<file path="config.mk">
export PLATFORM = sky130hd
export DESIGN_NAME = regfile_scoreboard
export DESIGN_NICKNAME = d
export VERILOG_FILES = /design/src/rtl/regfile_pkg.sv /design/src/rtl/regfile_rdport.sv /design/src/rtl/regfile_scoreboard.sv
export SDC_FILE = /design/constraint.sdc
export NUM_CORES = 2
export LEC_CHECK = 0
export CORE_UTILIZATION = 55
export CTS_CLUSTER_SIZE = 14
export DETAILED_ROUTE_END_ITERATION = 8
export PLACE_DENSITY_LB_ADDON = 0.1
export SYNTH_ARGS = -nofsm -noshare
export SYNTH_HDL_FRONTEND = slang
export SYNTH_HIERARCHICAL = 1
export SYNTH_SLANG_ARGS = --single-unit
</file>
<file path="constraint.sdc">
create_clock -name clk -period 7.5 [get_ports clk]
set_input_delay 1.5 -clock clk [delete_from_list [all_inputs] [get_ports clk]]
set_output_delay 1.5 -clock clk [all_outputs]
set_load 0.01 [all_outputs]
</file>
<file path="src/rtl/regfile_pkg.sv">
// Shared register-file definitions: width defaults, opcodes, index-width helper.
// Build option: define REGFILE_SCOREBOARD_BYPASS_EN for same-cycle write-back bypass.
package regfile_pkg;

  localparam int XLEN_DEF = 32;
  localparam int NREG_DEF = 32;

`ifdef REGFILE_SCOREBOARD_BYPASS_EN
  localparam bit BYPASS_EN = 1'b1;
`else
  localparam bit BYPASS_EN = 1'b0;
`endif

  // Major opcodes shared with the immediate generator and decoder.
  typedef enum logic [6:0] {
    OP_LOAD   = 7'b0000011,
    OP_IMM    = 7'b0010011,
    OP_AUIPC  = 7'b0010111,
    OP_STORE  = 7'b0100011,
    OP_REG    = 7'b0110011,
    OP_LUI    = 7'b0110111,
    OP_BRANCH = 7'b1100011,
    OP_JALR   = 7'b1100111,
    OP_JAL    = 7'b1101111
  } opcode_e;

  function automatic int idx_width(input int nreg);
    return $clog2(nreg);
  endfunction

endpackage

</file>
<file path="src/rtl/regfile_rdport.sv">
// Single read port: zero-register check, optional write-back bypass, hazard flag.
// Bypass behaviour follows REGFILE_SCOREBOARD_BYPASS_EN through regfile_pkg::BYPASS_EN.
module regfile_rdport
  import regfile_pkg::*;
#(
  parameter int XLEN = XLEN_DEF,
  parameter int NREG = NREG_DEF,
  parameter int AW   = idx_width(NREG)
) (
  input  logic            rst,
  input  logic [AW-1:0]   idx,
  input  logic            en,
  input  logic [XLEN-1:0] regs [NREG],
  input  logic [NREG-1:0] busy,
  input  logic            wb_valid,
  input  logic [AW-1:0]   wb_rd,
  input  logic [XLEN-1:0] wb_data,
  output logic [XLEN-1:0] data,
  output logic            hazard
);

  logic wb_hit;

  always_comb begin
    wb_hit = BYPASS_EN && wb_valid && (wb_rd == idx);
    data   = '0;
    hazard = 1'b0;
    if (rst && (idx != '0)) begin
      data   = wb_hit ? wb_data : regs[idx];
      hazard = en && busy[idx] && !wb_hit;
    end
  end

endmodule

</file>
<file path="src/rtl/regfile_scoreboard.sv">
// Multi-port register file with busy scoreboard; x0 reads zero and is never reserved.
// Define REGFILE_SCOREBOARD_BYPASS_EN to enable same-cycle write-back bypass.
module regfile_scoreboard
  import regfile_pkg::*;
#(
  parameter int XLEN = XLEN_DEF,
  parameter int NREG = NREG_DEF,
  parameter int NRP  = 2,
  parameter int AW   = idx_width(NREG)
) (
  input  logic                clk,
  input  logic                rst,
  input  logic [NRP*AW-1:0]   rd_idx,
  input  logic [NRP-1:0]      rd_en,
  output logic [NRP*XLEN-1:0] rd_data,
  input  logic                iss_valid,
  input  logic [AW-1:0]       iss_rd,
  input  logic                iss_we,
  output logic                stall,
  input  logic                wb_valid,
  input  logic [AW-1:0]       wb_rd,
  input  logic [XLEN-1:0]     wb_data,
  output logic [NREG-1:0]     busy_vec,
  input  logic [AW-1:0]       dbg_idx,
  output logic [XLEN-1:0]     dbg_data
);

  logic [XLEN-1:0] regs [NREG];
  logic [NREG-1:0] busy;
  logic [NRP-1:0]  hazard;
  logic            waw;
  logic            commit;

  genvar p;
  generate
    for (p = 0; p < NRP; p++) begin : g_rp
      regfile_rdport #(
        .XLEN (XLEN),
        .NREG (NREG),
        .AW   (AW)
      ) u_rp (
        .rst      (rst),
        .idx      (rd_idx[p*AW +: AW]),
        .en       (rd_en[p]),
        .regs     (regs),
        .busy     (busy),
        .wb_valid (wb_valid),
        .wb_rd    (wb_rd),
        .wb_data  (wb_data),
        .data     (rd_data[p*XLEN +: XLEN]),
        .hazard   (hazard[p])
      );
    end
  endgenerate

  always_comb begin
    waw    = iss_we && (iss_rd != '0) && busy[iss_rd] &&
             !(BYPASS_EN && wb_valid && (wb_rd == iss_rd));
    stall  = rst && iss_valid && ((|hazard) || waw);
    commit = iss_valid && !stall && iss_we && (iss_rd != '0);
  end

  // Reservation is applied after the write-back clear so a new producer wins.
  always_ff @(posedge clk or negedge rst) begin
    if (!rst) begin
      regs <= '{default: '0};
      busy <= '0;
    end else begin
      if (wb_valid && (wb_rd != '0)) begin
        regs[wb_rd] <= wb_data;
        busy[wb_rd] <= 1'b0;
      end
      if (commit) begin
        busy[iss_rd] <= 1'b1;
      end
    end
  end

  assign busy_vec = busy;
  assign dbg_data = rst ? regs[dbg_idx] : '0;

  nreg_pow2: assert property (@(posedge clk) disable iff (!rst) (NREG == (1 << AW)));

endmodule

</file>
==> flow_metrics.tcl <==
set metrics [dict create \
    synth_edf_count 0 \
    portBuffers 192 \
    p_per_area_nw_per_um2 255 \
    yosysTopAreaCell "dfrtp_1" \
    synth_area_um2 65500 \
    syn_inst 4648 \
    critPathMaxFanout 56 \
    synth_top_family_by_area "multiplexers" \
    min_period_over_period_pct 85.7 \
    place_inst 5948 \
    die_area_um2 120000 \
    rsz0062_at_grt "no" \
    num-fill-cells 9011 \
    ys_types 41 \
    synth_fa_ha_area_share_pct 0 \
    grt_pass1_vias 45500 \
    wl_per_cell_um 37.9 \
    antenna_found_initial 9 \
    clkTransAtPathRegs_ns 0.07 \
    syn_to_final_growth_pct 10.3 \
    synth-xor-area-share_pct 0 \
    status "completed" \
    slew_headroom_pct 13.6 \
    dpl.hpwl_um 131000 \
    grt_max_degree 178 \
    cap_violations 0 \
    via_per_inst 7.56 \
    io_pins 193 \
    worst_ep_arrival_time_ns 4.93 \
    start_kind "input pin" \
    synth_compound_area_share_pct 6.18 \
    tightest_slew_ns 1.29 \
    routed_wl_um 234000 \
    synthSimpleGateAreaFrac_pct 2.67 \
    cts.sink_count 1056 \
    tns_ns 0 \
    overflow 0 \
    ys_async_sr_fraction_pct 100 \
    cts_tree "yes" \
    die_y_um 347 \
    ant_nets 0 \
    cts_max_level 3 \
    synthFlopType "dfrtp_1" \
    gp_congestion 0.896 \
    clock_latency_ns 0.72 \
    cts_made_buffers 118 \
    rows 126 \
    hold_viol 0 \
    end_kind "output port" \
    skew_ns 0.00932 \
    synth_area_per_cell_um2 14.1 \
    clockBufferDepth 3 \
    drt_pass1_iterations 8 \
    finalInstanceArea_um2 72200 \
    die_x_um 347 \
    cts-hold-fix-buffers 0 \
    post-place-ws_ns 1.25 \
    slew_viol_final 0 \
    syn_nets 4712 \
    critPathKind "input pin to output port" \
    drive_gt1_share_pct 45.0 \
    grt_util_all_layers_pct 39.0 \
    ys_seq_area_share_pct 40.4 \
    nNetsFinal 4596 \
    cts_root_buf "clkbuf_16" \
    total_power_mw 18.4 \
    ys_seq_elements 1056 \
    ir_drop_mv 0.220 \
    yosysWarnings 6 \
    vias 46600 \
    drc 0 \
    p_leak_nw 30.6 \
    start_util_pct 55.4 \
    finalSetupViolations 0 \
    placed_cell_area_um2 68300 \
    setup_slack_ns 1.07 \
    synth_mux_area_share_pct 46.6 \
    grt_pass1_wl_um 338000 \
    core_area_um2 118000 \
    final.min_clock_period_ns 6.43 \
    max_freq_mhz 156 \
    required_ns 6.00 \
    layout.cells.non_filler 6171 \
    hold_class "flip-flop to flip-flop" \
    drt_first_iter_violations 5958 \
    postCtsSetupBuffers 0 \
    ctsResizeCount 0 \
    synth_top_area_share_pct 40.4 \
    synth.area.top_cells "dfrtp_1 40%, mux4_2 20%, mux2_2 18%, mux2i_1 8.1%, o221ai_1 1.7%" \
]
-- logic make-up (layout without fill, tap and decap cells) --
family	Yosys count	in the layout
multiplexers	2178	2178
flip-flops	1056	1056
buffers and inverters	561	545
AO/OA/AOI/OAI	493	493
AND/OR/NAND/NOR	360	360
other	0	3
-- layout by cell type (no fill, tap or decap), drive strengths merged, types with 29 or more instances in the layout --
master / n
mux2: 1056
dfrtp: 1056
mux4: 590
mux2i: 532
clkdlybuf4s50: 177
nand2: 177
clkbuf: 172
buf: 141
o221ai: 128
a21oi: 79
a22oi: 74
nand4: 65
a211oi: 64
a221oi: 64
nor2: 36
o21ai: 34
a22o: 32
clkinv: 29
-- synthesized netlist by cell type (all sizes together), types with 11 or more instances --
cell,count
a221oi,64
mux2,1056
dfrtp,1056
o22ai,11
buf,261
a22oi,74
mux4,590
nand4,65
o221ai,128
a21oi,79
a211oi,64
nor2b,24
o21ai,34
nor2,36
a22o,32
nand2,177
clkbuf,293
mux2i,532
-- critical path: stages --
cell	delay [ns]
buf_8	0.48
nand3b_1	0.67
buf_4	0.44
o221ai_1	0.42
a221oi_2	0.09
a211oi_1	0.63
clkdlybuf4s50_1	0.67
-- final timing paths --
path,endpoint,slack (ns),from,depth (start not counted)
setup / recovery,rd_data[46],1.07,rd_idx[7],7
hold / removal,regs[1012],0.42,regs[1012],0
setup reg to reg,busy_vec[26],4.41,busy_vec[11],9
hold reg to reg,regs[1012],0.42,regs[1012],0
max in group asynchronous,regs[487],3.11,rst,5
min in group asynchronous,regs[120],0.66,rst,1
-- through the flow --
stage / hold WS [ns] / utilization (%)
2_1_floorplan: 0.458 / -
3_3_place_gp: 0.396 / 57.8
3_5_place_dp: 0.401 / 57.8
4_1_cts: 0.417 / 61.1
5_1_grt: 0.432 / 61.1
6_report: 0.418 / 61.1
-- layout make-up --
type | instances | area (um2) | area share, %
Tap cell | 1536 | 1920 | 2.66
Timing Repair Buffer | 318 | 3230 | 4.47
Antenna cell | 3 | 7.51 | 0.0104
Clock inverter | 48 | 512 | 0.709
Multi-Input combinational cell | 3031 | 36700 | 50.8
Sequential cell | 1056 | 26400 | 36.6
Clock buffer | 172 | 3430 | 4.75
Inverter | 7 | 26.3 | 0.0364
-- metal layers --
metal	share of wire (%)	GRT usage (%)	wire, um
met2	45	57.9	105000
met1	39	54.1	92100
met5	0.035	0	82
met3	11	10.2	25700
met4	4.8	17.2	11200
-- registers in the layout, summed over array words and instances, names as in the netlist --
| register | count |
|---|---|
| busy_vec | 32 |
| regs | 1024 |
-- where the power goes --
part	internal, mW	switching [mW]	leakage [nW]
Clock	3.47	2.51	1.94
Sequential	6.79	1.13	13.5
Combinational	2.64	1.90	15.2
Total	12.9	5.53	30.6
Power figures use the tool's default switching activity.
